File: src/rtl/seq_mult_unit.sv
// seq_mult_unit: iterative shift-add multiplier with operand/result handshakes.
// It retires BITS_PER_CYCLE multiplier bits per RUN cycle, so a product takes
// WIDTH/BITS_PER_CYCLE cycles. Signed operands are converted to magnitudes and
// a sign flag on entry, and the sign is applied once to the finished product.
module seq_mult_unit #(
  parameter int WIDTH          = 8,
  parameter int BITS_PER_CYCLE = 1
) (
  input  logic                 clk,
  input  logic                 reset,
  input  logic                 in_valid,
  output logic                 in_ready,
  input  logic [WIDTH-1:0]     a,
  input  logic [WIDTH-1:0]     b,
  input  logic                 op_signed,
  output logic                 out_valid,
  input  logic                 out_ready,
  output logic [2*WIDTH-1:0]   result,
  output logic                 busy
);

  localparam int ITER  = WIDTH / BITS_PER_CYCLE;
  localparam int CNT_W = $clog2(ITER + 1);

  typedef enum logic [1:0] {
    IDLE = 2'd0,
    RUN  = 2'd1,
    DONE = 2'd2
  } state_t;

  state_t               state_q;
  logic [CNT_W-1:0]     cnt_q;
  logic [2*WIDTH-1:0]   a_sh_q;
  logic [WIDTH-1:0]     b_mag_q;
  logic                 sign_q;
  logic [2*WIDTH-1:0]   acc_q;
  logic [2*WIDTH-1:0]   result_q;
  logic                 out_valid_q;
  logic                 in_ready_q;
  logic                 busy_q;

  logic [2*WIDTH-1:0]   partial_d;
  logic [2*WIDTH-1:0]   acc_d;

  // Magnitude of an operand; the most-negative value maps to 2^(W-1), which
  // still fits in W unsigned bits.
  function automatic logic [WIDTH-1:0] magnitude(input logic [WIDTH-1:0] v,
                                                 input logic             is_signed);
    magnitude = (is_signed && v[WIDTH-1]) ? (WIDTH'(0) - v) : v;
  endfunction

  // Two's-complement negation of the product when the sign flag is set.
  // Negating zero yields zero, so a zero operand never produces a -0 artefact.
  function automatic logic [2*WIDTH-1:0] apply_sign(input logic [2*WIDTH-1:0] mag,
                                                    input logic               neg);
    apply_sign = neg ? ((2*WIDTH)'(0) - mag) : mag;
  endfunction

  // Partial product for the low multiplier bits, built from shifted adds of
  // the already-aligned multiplicand.
  always_comb begin
    partial_d = '0;
    for (int j = 0; j < BITS_PER_CYCLE; j++) begin
      if (b_mag_q[j]) begin
        partial_d = partial_d + (a_sh_q << j);
      end
    end
    acc_d = acc_q + partial_d;
  end

  // Control FSM and datapath registers; the last RUN cycle writes the result.
  always_ff @(posedge clk) begin
    if (!reset) begin
      state_q     <= IDLE;
      cnt_q       <= '0;
      result_q    <= '0;
      out_valid_q <= 1'b0;
      in_ready_q  <= 1'b1;
      busy_q      <= 1'b0;
    end else begin
      case (state_q)
        IDLE: begin
          if (in_valid) begin
            a_sh_q     <= (2*WIDTH)'(magnitude(a, op_signed));
            b_mag_q    <= magnitude(b, op_signed);
            sign_q     <= op_signed & (a[WIDTH-1] ^ b[WIDTH-1]);
            acc_q      <= '0;
            cnt_q      <= CNT_W'(ITER);
            in_ready_q <= 1'b0;
            busy_q     <= 1'b1;
            state_q    <= RUN;
          end
        end
        RUN: begin
          acc_q   <= acc_d;
          a_sh_q  <= a_sh_q << BITS_PER_CYCLE;
          b_mag_q <= b_mag_q >> BITS_PER_CYCLE;
          cnt_q   <= cnt_q - CNT_W'(1);
          if (cnt_q == CNT_W'(1)) begin
            result_q    <= apply_sign(acc_d, sign_q);
            out_valid_q <= 1'b1;
            busy_q      <= 1'b0;
            state_q     <= DONE;
          end
        end
        DONE: begin
          // in_ready rises only after the result is taken, so the next
          // accept is at least one cycle later.
          if (out_ready) begin
            out_valid_q <= 1'b0;
            in_ready_q  <= 1'b1;
            state_q     <= IDLE;
          end
        end
        default: begin
          state_q     <= IDLE;
          out_valid_q <= 1'b0;
          in_ready_q  <= 1'b1;
          busy_q      <= 1'b0;
        end
      endcase
    end
  end

  assign in_ready  = in_ready_q;
  assign out_valid = out_valid_q;
  assign result    = result_q;
  assign busy      = busy_q;

endmodule

File: config.mk
export PLATFORM = sky130hd
export DESIGN_NAME = seq_mult_unit
export DESIGN_NICKNAME = d
export VERILOG_FILES = /design/src/rtl/seq_mult_unit.sv
export SDC_FILE = /design/constraint.sdc
export NUM_CORES = 1
export LEC_CHECK = 0
export ABC_AREA = 1
export CAP_MARGIN = 20
export CORE_ASPECT_RATIO = 0.5
export CORE_MARGIN = 3
export CORE_UTILIZATION = 58
export DETAILED_ROUTE_END_ITERATION = 10
export GPL_TIMING_DRIVEN = 0
export HOLD_SLACK_MARGIN = 0.12
export PLACE_DENSITY = 0.81
export SYNTH_ARGS = -nofsm -noshare
export SYNTH_HDL_FRONTEND = slang
export SYNTH_SLANG_ARGS = --single-unit
File: constraint.sdc
create_clock -name clk -period 4 [get_ports clk]
set_clock_uncertainty 0.05 [all_clocks]
set_input_delay 1.2 -clock clk [delete_from_list [all_inputs] [get_ports clk]]
set_output_delay 1.2 -clock clk [all_outputs]
set_load 0.03 [all_outputs]
# [After elaboration in Yosys (flattened, before gate mapping)]
# Index checks and enable logic that the tools add are counted.
# Widths: inputs -> output; s select.
[word_totals] output_inout_bits=19 wordCells=63 regBits=66
[classes] n_mux=25 eq_ne=6 n_reduce_logical=12 n_bitwise=5 addsub=5
[op_table] operator="$mux 16" n=4
[op_table] operator="$pmux 16 s2" n=2
[op_table] operator="$mux 8" n=3
[op_table] operator="$reduce_and 3->1" n=6
[op_table] operator="$add 16x16->16" n=1
[op_table] operator="$pmux 8 s2" n=1
[op_table] operator="$sub 1x16->16 const A" n=1
[op_table] operator="$sub 1x8->8 const A" n=2
[op_table] operator="$pmux 1 s3" n=3
[op_table] operator="$pmux 4 s2" n=1
[op_table] operator="$mux 1" n=6
[op_table] operator="$mux 2" n=3
[op_table] operator="$ne 2x2->1 const B" n=3
[op_table] operator="$pmux 2 s3" n=1
[op_table] operator="$eq 4x1->1 const B" n=1
[op_table] operator="$mux 4" n=1
[op_table] operator="$reduce_and 2->1" n=2
[op_table] operator="$sub 4x1->4 const B" n=1
[op_table] operator="$not 1->1" n=3
[op_table] operator="$eq 2x1->1 const B" n=1
[op_table] operator="$eq 2x2->1 const B" n=1
[op_table] operator="$logic_and 1x1->1" n=2
[op_table] operator="$logic_not 2->1" n=1
[op_table] operator="$reduce_bool 2->1" n=1
[op_table] operator="2 further kinds" n=2

# [Depth between registers and ports, before layout]
# Gate-level depths: netlist of run 1.
[depth] ltp_word=4 depth_mapped=23 ltp_nobuf=21

# [Worst setup path before layout of run 1]
# Ideal clock, no wire load.
[synth_timing] kind="input -> register" startpoint="input reset" endpoint="register a_sh_q[0], enable pin" stages=3 n_path_buf=1 slack_ns=0.352 arrival_time_ns=3.161 cell_sequence="inv_1 > clkbuf_1 > nor2_1"
[synth_between] elab_chain_cells=1
[synth_rtl] item="start: declaration" line="10" source="input logic reset,"
[synth_rtl] item="$reduce_and 3->1 (no source line)"
[synth_rtl] item="end signal: assignment" line="84" source="a_sh_q <= (2*WIDTH)'(magnitude(a, op_signed));"
[synth_rtl] item="end signal: assignment" line="96" source="a_sh_q <= a_sh_q << BITS_PER_CYCLE;"
[synth_rtl] item="end: declaration" line="33" source="logic [2*WIDTH-1:0] a_sh_q;"
# No other way between the ends.
# A chain may end at the register's enable or synchronous reset.

# [Worst setup path in the final report of run 1]
[layout_timing] startpoint="register b_mag_q[0]" endpoint="register result_q[15], in the netlist result[15]"
[layout_between] elab_chain_cells=4
[layout_rtl] item="start: declaration" line="34" source="logic [WIDTH-1:0] b_mag_q;"
[layout_rtl] item="start signal: assignment" line="85" source="b_mag_q <= magnitude(b, op_signed);"
[layout_rtl] item="start signal: assignment" line="97" source="b_mag_q <= b_mag_q >> BITS_PER_CYCLE;"
[layout_rtl] item="$mux 16 (*)" line="64" source="if (b_mag_q[j]) begin"
[layout_rtl] item="$add 16x16->16 (*)" line="68" source="acc_d = acc_q + partial_d;"
[layout_rtl] item="$sub 1x16->16" line="56" source="apply_sign = neg ? ((2*WIDTH)'(0) - mag) : mag;"
[layout_rtl] item="$mux 16 (*)" line="56"
[layout_rtl] item="end signal: assignment" line="100" source="result_q <= apply_sign(acc_d, sign_q);"
[layout_rtl] item="end: declaration" line="37" source="logic [2*WIDTH-1:0] result_q;"
# Every way passes the cells marked *; elsewhere a longest branch is shown, timed or not.

==> key figures, run 1 <==
Status
  – Outcome: completed

Detailed routing
  – DRT iter0 DRCs: approximately 270
  – DRC Markers: 0
  – Vias per inst: approximately 5.2
  – Routed wire length per instance: about 13 µm
  – Routed WL: ~9600 µm
  – Pre-antenna DRT Iters: 6
  – Detail Route Antenna Nets: 0
  – Via count: around 3800

Power and ir drop
  – Net Sw Frac: roughly 31%
  – Power Dens Cells: ~400 mW/mm²
  – Max IR drop VDD: roughly 0.27 mV
  – Psw: 645 µW
  – LEAKAGE: 2.40 nW
  – Comb pwr share: between 20% and 30%
  – Register share of total power: roughly two fifths
  – Cell-internal power: approximately 1.4 mW
  – Clock group share of total power: a little over a third
  – Power, Total: just over 2 mW

STA
  – RSZ-0062 raised after global routing: no
  – Min Tclk post-route: 3.54 ns
  – Fmax achieved: about 280 MHz
  – Period utilisation layout: 88.6%
  – Final WS setup: approximately 0.46 ns
  – Max_slew headroom: between 50% and 60%
  – Final hold vios: 0
  – Setup Viol. Count Final: 0
  – Worst-Margin Slew: 0.724 ns
  – Max Slew Vio Count: 0

Worst setup path
  – Critical Path Max Stage Delay: 0.42 ns
  – Crit path max-delay cell type: fa_1
  – Critical Path RT: 4.17 ns
  – Register-to-register setup slack: between 0.4 and 0.5 ns
  – Levels on crit path: 21
  – Critical path's top delay family: simple AND/OR/NAND/NOR gates
  – CP Capture Type: flip-flop
  – R2R cell count: 21
  – Worst Path Buf+Inv: 5
  – Type of the worst setup path: flip-flop to flip-flop
  – Worst-path maximum fanout: 10
  – CP Cell Sequence: clkbuf_1 -> clkbuf_2 -> nand2_1 -> inv_1 -> ha_1 -> inv_1 -> fa_1 -> inv_1 -> nand3_1 -> nand2_1 -> nand2_1 -> nand2_1 -> nand2_1 -> nand2_1 -> nand2_2 -> nor3_1 -> nand3_1 -> nand2_1 -> nand2_1 -> nand2_1 -> a21oi_2
  – WP data arrival: ~3.7 ns
  – Crit-path most repeated cell: nand2_1
  – Crit start category: flip-flop

CTS
  – H-tree levels: 3
  – CTS Sinks: 66
  – Clk pin slew, worst setup/hold paths: roughly 0.050 ns
  – CTS Root Cell: clkbuf_16
  – Clock Path Buffers: 2
  – CTS Buf Count: 9
  – Worst skew pair latency: about 0.33 ns
  – CTS tree: built

Finish
  – Util after Layout: roughly three quarters
  – Final Cell Area: around 0.005 mm²
  – Post-Layout Cell Count: 735
  – Fill cells: around 530
  – Final net count: 680
  – Layout area overhead: 19.1%
  – Multi-input logic area: 0.00213 mm²
  – Share of post-route cells with drive strength above 1: around 6.5%
  – Antenna Cells: 0
  – Seq. cell area: 0.00173 mm²

Logic synthesis
  – Synthesized instance count: 587
  – Synth Flop Type: edfxtp_1
  – EDFF count, synth: 41
  – Register bit count reported by yosys: 66
  – Synth Net Count: about 630
  – Post-Syn Area: around 0.0043 mm²
  – Unique masters post-synth: 39
  – Post-synth ARST share: 0%
  – Register area share after synthesis: ~41%
  – Synth Warn #: 0
  – Syn Area/Cell: 7.27 µm²

Placement
  – Worst slack, placed: about 0.37 ns
  – Placed insts: about 700
  – Placed Area: approximately 0.0048 mm²
  – RePlAce Congestion: around 0.9
  – HPWL after DPL: between 7000 and 8000 µm
  – Buffers added on ports: 39

Floorplanning
  – Die area: between 0.008 and 0.009 mm²
  – Die span in x: ~130 µm
  – Core area: 0.00691 mm²
  – Die height: 66.6 µm
  – # rows: 21
  – Io pins: 40
  – Initial Util: roughly 62%

Global route
  – Total gr overflow: 0
  – Vias in the first global route: 3689
  – Global-route wire length before repair: between 15000 and 20000 µm
  – Initial antenna violation count: 0
  – Largest net degree at the start of global routing: 33
  – GR Util All Layers: roughly a quarter

Min path
  – HP Class: flip-flop to flip-flop
  – Hold Path Stages: 2

Flow run
  – MaxCap Viol Count: 0
==> cells in the final DEF, fill, tap and decap left out, types with 2 or more instances in the layout <==
cell type / count
nand2_1: 164
inv_1: 90
nor2_1: 73
edfxtp_1: 41
clkdlybuf4s50_1: 39
nand3_1: 28
a21oi_1: 25
dfxtp_1: 25
o21ai_0: 24
ha_1: 20
clkbuf_1: 11
nor3_1: 10
xor2_1: 10
clkbuf_16: 9
xnor2_1: 8
nand4_1: 7
nand2_2: 7
a31oi_1: 4
inv_2: 3
o31ai_1: 3
nor2_4: 3
nand3b_1: 3
nor2_2: 2
nor4_1: 2
nand3_2: 2
buf_2: 2
a21oi_2: 2
a211oi_1: 2
o21ai_1: 2
o211ai_1: 2
o221ai_1: 2
clkinv_2: 2
clkbuf_8: 2
==> worst paths after layout <==
kind,start,to
worst min register to register,result[9],result[9]
worst min-delay path,result[9],result[9]
worst max register to register,b_mag_q[0],result[15]
worst max-delay path,b_mag_q[0],result[15]
==> synthesized netlist by cell type, types with 2 or more instances <==
library cell	instances	share of area (%)
edfxtp_1	41	29
nand2_1	164	14
o31ai_1	3	0.53
a211oi_1	2	0.35
o211ai_1	2	0.35
nor3_1	10	1.2
buf_2	2	0.23
inv_1	90	7.9
xnor2_1	8	1.6
nor2_2	2	0.29
nand3b_1	3	0.53
a31oi_1	4	0.59
nor2_4	2	0.53
ha_1	20	5.9
nand3_2	2	0.47
nor4_1	2	0.29
inv_2	3	0.26
a21oi_1	25	2.9
xor2_1	10	2.1
o21ai_0	24	2.8
o221ai_1	2	0.41
a21oi_2	2	0.41
clkbuf_1	11	0.97
o21ai_1	2	0.23
nor2_1	74	6.5
nand2_2	7	1.0
dfxtp_1	25	12
nand3_1	28	3.3
nand4_1	7	1.0
==> registers in the layout, indices dropped and copies added, names as in the netlist <==
register and count:
state_q 2, result 16, acc_q 16, cnt_q 4, busy 1, sign_q 1, in_ready 1, b_mag_q 8
out_valid 1, a_sh_q 16
==> power by group through the flow <==
stage               Combinational (mW)  Sequential [mW]  Clock (mW)
floorplan                        0.360            0.835           0
global placement                 0.495            0.823           0
detailed placement               0.512            0.824           0
CTS                              0.515            0.810       0.742
global route                     0.585            0.815       0.782
finish                           0.519            0.810       0.735
==> stage by stage <==
step	setup TNS (ns)	hold WS (ns)
floorplan	0	0.408
global placement	-45.94	0.397
detailed placement	0	0.416
CTS	0	0.424
global route	0	0.459
finish	0	0.426
==> what timing repair did <==
action / CTS / global route
hold buffers: 0 / 0
setup buffers: 0 / 0
setup endpoints to repair: 0 / 1
resized for setup: 0 / 2
endpoints found under the hold margin: 0 / 0
==> layer usage <==
layer / share of wire (%) / GRT usage (%) / routed length (µm) / up-vias
met5: 0 / 0 / 0 / -
met3: 4.8 / 5.68 / 458 / 16
li1: - / - / - / 1983
met1: 49 / 32.2 / 4650 / 1750
met2: 45 / 40.9 / 4360 / 89
met4: 1.2 / 7.49 / 116 / 0
==> cells by family (layout without fill, tap and decap cells) <==
| kind of cell | after synthesis | in the layout | synth area share [%] |
|---|---|---|---|
| buffers and inverters | 108 | 164 | 9.56 |
| AO/OA/AOI/OAI | 68 | 68 | 9.18 |
| AND/OR/NAND/NOR | 306 | 306 | 30.6 |
| adder cells (fa/ha/maj) | 21 | 21 | 6.33 |
| XOR/XNOR | 18 | 18 | 3.69 |
| flip-flops | 66 | 66 | 40.6 |
==> worst min-delay path: cells and delay by family (launching register included) <==
kind	cells	cell delay (ns)
flip-flops	1	0.31
AO/OA/AOI/OAI	1	0.06
AND/OR/NAND/NOR	1	0.06
==> layout make-up <==
cell class                      instances  area share (%)
Clock inverter                          4           0.517
Buffer                                 14            1.11
Inverter                               94            6.94
Sequential cell                        66            34.1
Clock buffer                           12            5.05
Tap cell                               92            2.26
Timing Repair Buffer                   40            8.07
Multi-Input combinational cell        413            42.0
(Power assumes the default switching activity.)
==> run 2: changes to the inputs <==
--- a/config.mk
+++ b/config.mk
@@ -7,13 +7,15 @@
 export LEC_CHECK = 0
 export ABC_AREA = 1
 export CAP_MARGIN = 20
+export CELL_PAD_IN_SITES_DETAIL_PLACEMENT = 0
+export CELL_PAD_IN_SITES_GLOBAL_PLACEMENT = 1
 export CORE_ASPECT_RATIO = 0.5
 export CORE_MARGIN = 3
-export CORE_UTILIZATION = 58
+export CORE_UTILIZATION = 42
 export DETAILED_ROUTE_END_ITERATION = 10
 export GPL_TIMING_DRIVEN = 0
 export HOLD_SLACK_MARGIN = 0.12
-export PLACE_DENSITY = 0.81
+export PLACE_DENSITY_LB_ADDON = 0.1
 export SYNTH_ARGS = -nofsm -noshare
 export SYNTH_HDL_FRONTEND = slang
 export SYNTH_SLANG_ARGS = --single-unit
==> run 2 against run 1 <==
Die area grew 35%; wire length grew 4.0%; cell area grew 1.6%; sequential cell count is the same; clock power increased by 11%; largest cell class unchanged.
==> key figures, run 2 (synthesis results as in run 1) <==
CTS
  – Clock Path Buffers: 2 (unchanged)
  – Hold-fix buffers, CTS: 0 (unchanged)
  – H-tree levels: 3 (unchanged)
  – CTS Root Cell: clkbuf_16
  – Clk pin slew, worst setup/hold paths: 0.06 ns (about the same)
  – CTS Buf Count: 9 (unchanged)
  – Post-CTS Setup Bufs: 0 (unchanged)
  – Worst skew pair latency: 0.35 ns (+0.02 ns)
  – CTS tree: built
  – CTS Sinks: 66 (unchanged)

Global route
  – Largest net degree at the start of global routing: 22 (-33%)
  – Total gr overflow: 0 (unchanged)
  – Global-route wire length before repair: 17200 µm (+4.1%)
  – GR Util All Layers: 19.0% (-5.6 points)
  – Vias in the first global route: 3598 (-2.5%)
  – Initial antenna violation count: 0 (unchanged)

Power and ir drop
  – Net Sw Frac: 32.1% (+0.85 points)
  – Comb pwr share: 24.2% (-1.0 points)
  – Cell-internal power: 1.46 mW (+2.5%)
  – Psw: 688 µW (+6.7%)
  – LEAKAGE: 2.41 nW (+0.48%)
  – Max IR drop VDD: 0.224 mV (-17%)
  – Register share of total power: 37.7% (-1.5 points)
  – Clock group share of total power: 38.1% (+2.5 points)
  – Power Dens Cells: 415 mW/mm² (+2.2%)

Flow run
  – MaxCap Viol Count: 0 (unchanged)

Worst setup path
  – CP Cell Sequence: clkbuf_1 -> clkbuf_2 -> nand2_1 -> inv_1 -> ha_1 -> inv_1 -> fa_1 -> inv_1 -> nand3_1 -> nand2_1 -> nand2_1 -> nand2_1 -> nand2_1 -> nand2_1 -> nand2_2 -> nor3_1 -> nand3_1 -> nand2_1 -> nand2_1 -> nand2_1 -> a21oi_2
  – CP Capture Type: flip-flop
  – Critical Path Max Stage Delay: 0.40 ns (-0.02 ns)
  – Crit start category: flip-flop
  – Worst-path maximum fanout: 10 (unchanged)
  – WP data arrival: 3.70 ns (about the same)
  – Crit path max-delay cell type: clkbuf_1
  – Type of the worst setup path: flip-flop to flip-flop
  – Crit-path most repeated cell: nand2_1
  – Critical Path RT: 4.18 ns (about the same)

Detailed routing
  – DRT iter0 DRCs: 205 (-24%)
  – Vias per inst: 4.79 (-8.3%)
  – Routed WL: 9970 µm (+4.0%)
  – Routed wire length per instance: 12.8 µm (-1.8%)
  – Pre-antenna DRT Iters: 5 (-1)
  – DRC Markers: 0 (unchanged)
  – Via count: 3726 (-2.9%)
  – Detail Route Antenna Nets: 0 (unchanged)

STA
  – Max Slew Vio Count: 0 (unchanged)
  – Min Tclk post-route: 3.52 ns (-0.0234 ns)
  – RSZ-0062 raised after global routing: no
  – Fmax achieved: 284 MHz (+0.66%)
  – Setup Viol. Count Final: 0 (unchanged)
  – Worst-Margin Slew: 0.743 ns (+0.0197 ns)
  – Period utilisation layout: 88.0% (-0.58 points)
  – Max_slew headroom: 49.9% (-1.3 points)
  – Final hold vios: 0 (unchanged)
  – Final WS setup: 0.479 ns (+0.0234 ns)

Finish
  – Share of post-route cells with drive strength above 1: 6.69% (+0.16 points)
  – Commonest non-fill, non-tap cell in the layout: nand2_1
  – Final net count: 680 (unchanged)
  – Antenna Cells: 0 (unchanged)
  – Fill cells: 967 (+81%)
  – Util after Layout: 53.4% (-20 points)
  – Most frequent cells in the layout: nand2_1, inv_1, nor2_1
  – Layout area overhead: 21.0%

Floorplanning
  – # rows: 25 (+19%)
  – Die height: 77.3 µm (+16%)
  – Die span in x: 149 µm (+17%)
  – Io pins: 40 (unchanged)
  – Die area: 0.0115 mm² (+35%)
  – Initial Util: 44.1% (-18 points)
  – Core area: 0.00967 mm² (+40%)

Placement
  – HPWL after DPL: 7750 µm (+4.6%)
  – Buffers added on ports: 39 (unchanged)
  – Worst slack, placed: 0.307 ns (-0.0669 ns)
  – RePlAce Congestion: 0.821 (-9.0%)

Status
  – Outcome: completed

Min path
  – HP Class: flip-flop to flip-flop
[run 2: changes by cell type in the layout (fill, tap and decap cells not counted), sizes merged]
cell,previous run,this run
clkinv,4,3
inv,93,96
clkbuf,23,20
bufinv,0,1
[run 2: metal layers]
layer	up-vias	global-route usage [%]	routed length, µm
met1	1641	27.3	5320
met3	12	4.55	525
li1	1987	-	-
met5	-	0	0
met4	0	5.62	112
met2	86	28.2	4010
[run 2: final cells by class]
cell class                 count  area [µm²]  area share [%]
buffer                        14        56.3            1.09
clock buffer                   9         225            4.36
clock inverter                 7        76.3            1.48
inverter                      94         353            6.83
multi-input combinational    413        2130            41.3
sequential                    66        1730            33.5
tap                          135         169            3.27
timing repair buffer          40         418            8.09
[run 2: worst max-delay path, delay by kind of cell, from the launching register on]
kind	cells	cell delay, ns
DFF	1	0.32
buffers and inverters	5	1.02
AOI/OAI and AO/OA	1	0.05
adders and majority gates	2	0.60
and+or+nand+nor	13	1.33
[run 2: timing repair]
| item | in CTS | in global routing |
|---|---|---|
| resized for setup | 0 | 2 |
| endpoints found under the hold margin | 0 | 0 |
| endpoints found under the setup margin | 0 | 4 |
[run 2: final timing paths]
path	start	end	slack, ns	depth (start not counted)
worst max-delay path	b_mag_q[0]	result[15]	0.48	21
worst min-delay path	in_ready	in_ready	0.41	2
worst max register to register	b_mag_q[0]	result[15]	0.48	21
worst min register to register	in_ready	in_ready	0.41	2
[run 2: power groups by stage]
stage          logic, mW  registers (mW)  clock network, mW
6_report           0.518           0.808              0.817
5_1_grt            0.595           0.815              0.857
4_1_cts            0.523           0.809              0.821
3_5_place_dp       0.519           0.823                  0
3_3_place_gp       0.512           0.825                  0
2_1_floorplan      0.360           0.835                  0
[run 2: per-stage QoR]
| step | instances | hold slack (ns) | total power [mW] | TNS (ns) | area, µm² |
|---|---|---|---|---|---|
| 6_report | 778 | 0.410 | 2.14 | 0 | 5160 |
| 5_1_grt | 778 | 0.451 | 2.27 | 0 | 5160 |
| 4_1_cts | 778 | 0.406 | 2.15 | 0 | 5160 |
| 3_5_place_dp | 762 | 0.396 | 1.34 | 0 | 4860 |
| 3_3_place_gp | 761 | 0.392 | 1.34 | -57.96 | 4830 |
| 2_1_floorplan | 587 | 0.408 | 1.19 | 0 | 4270 |
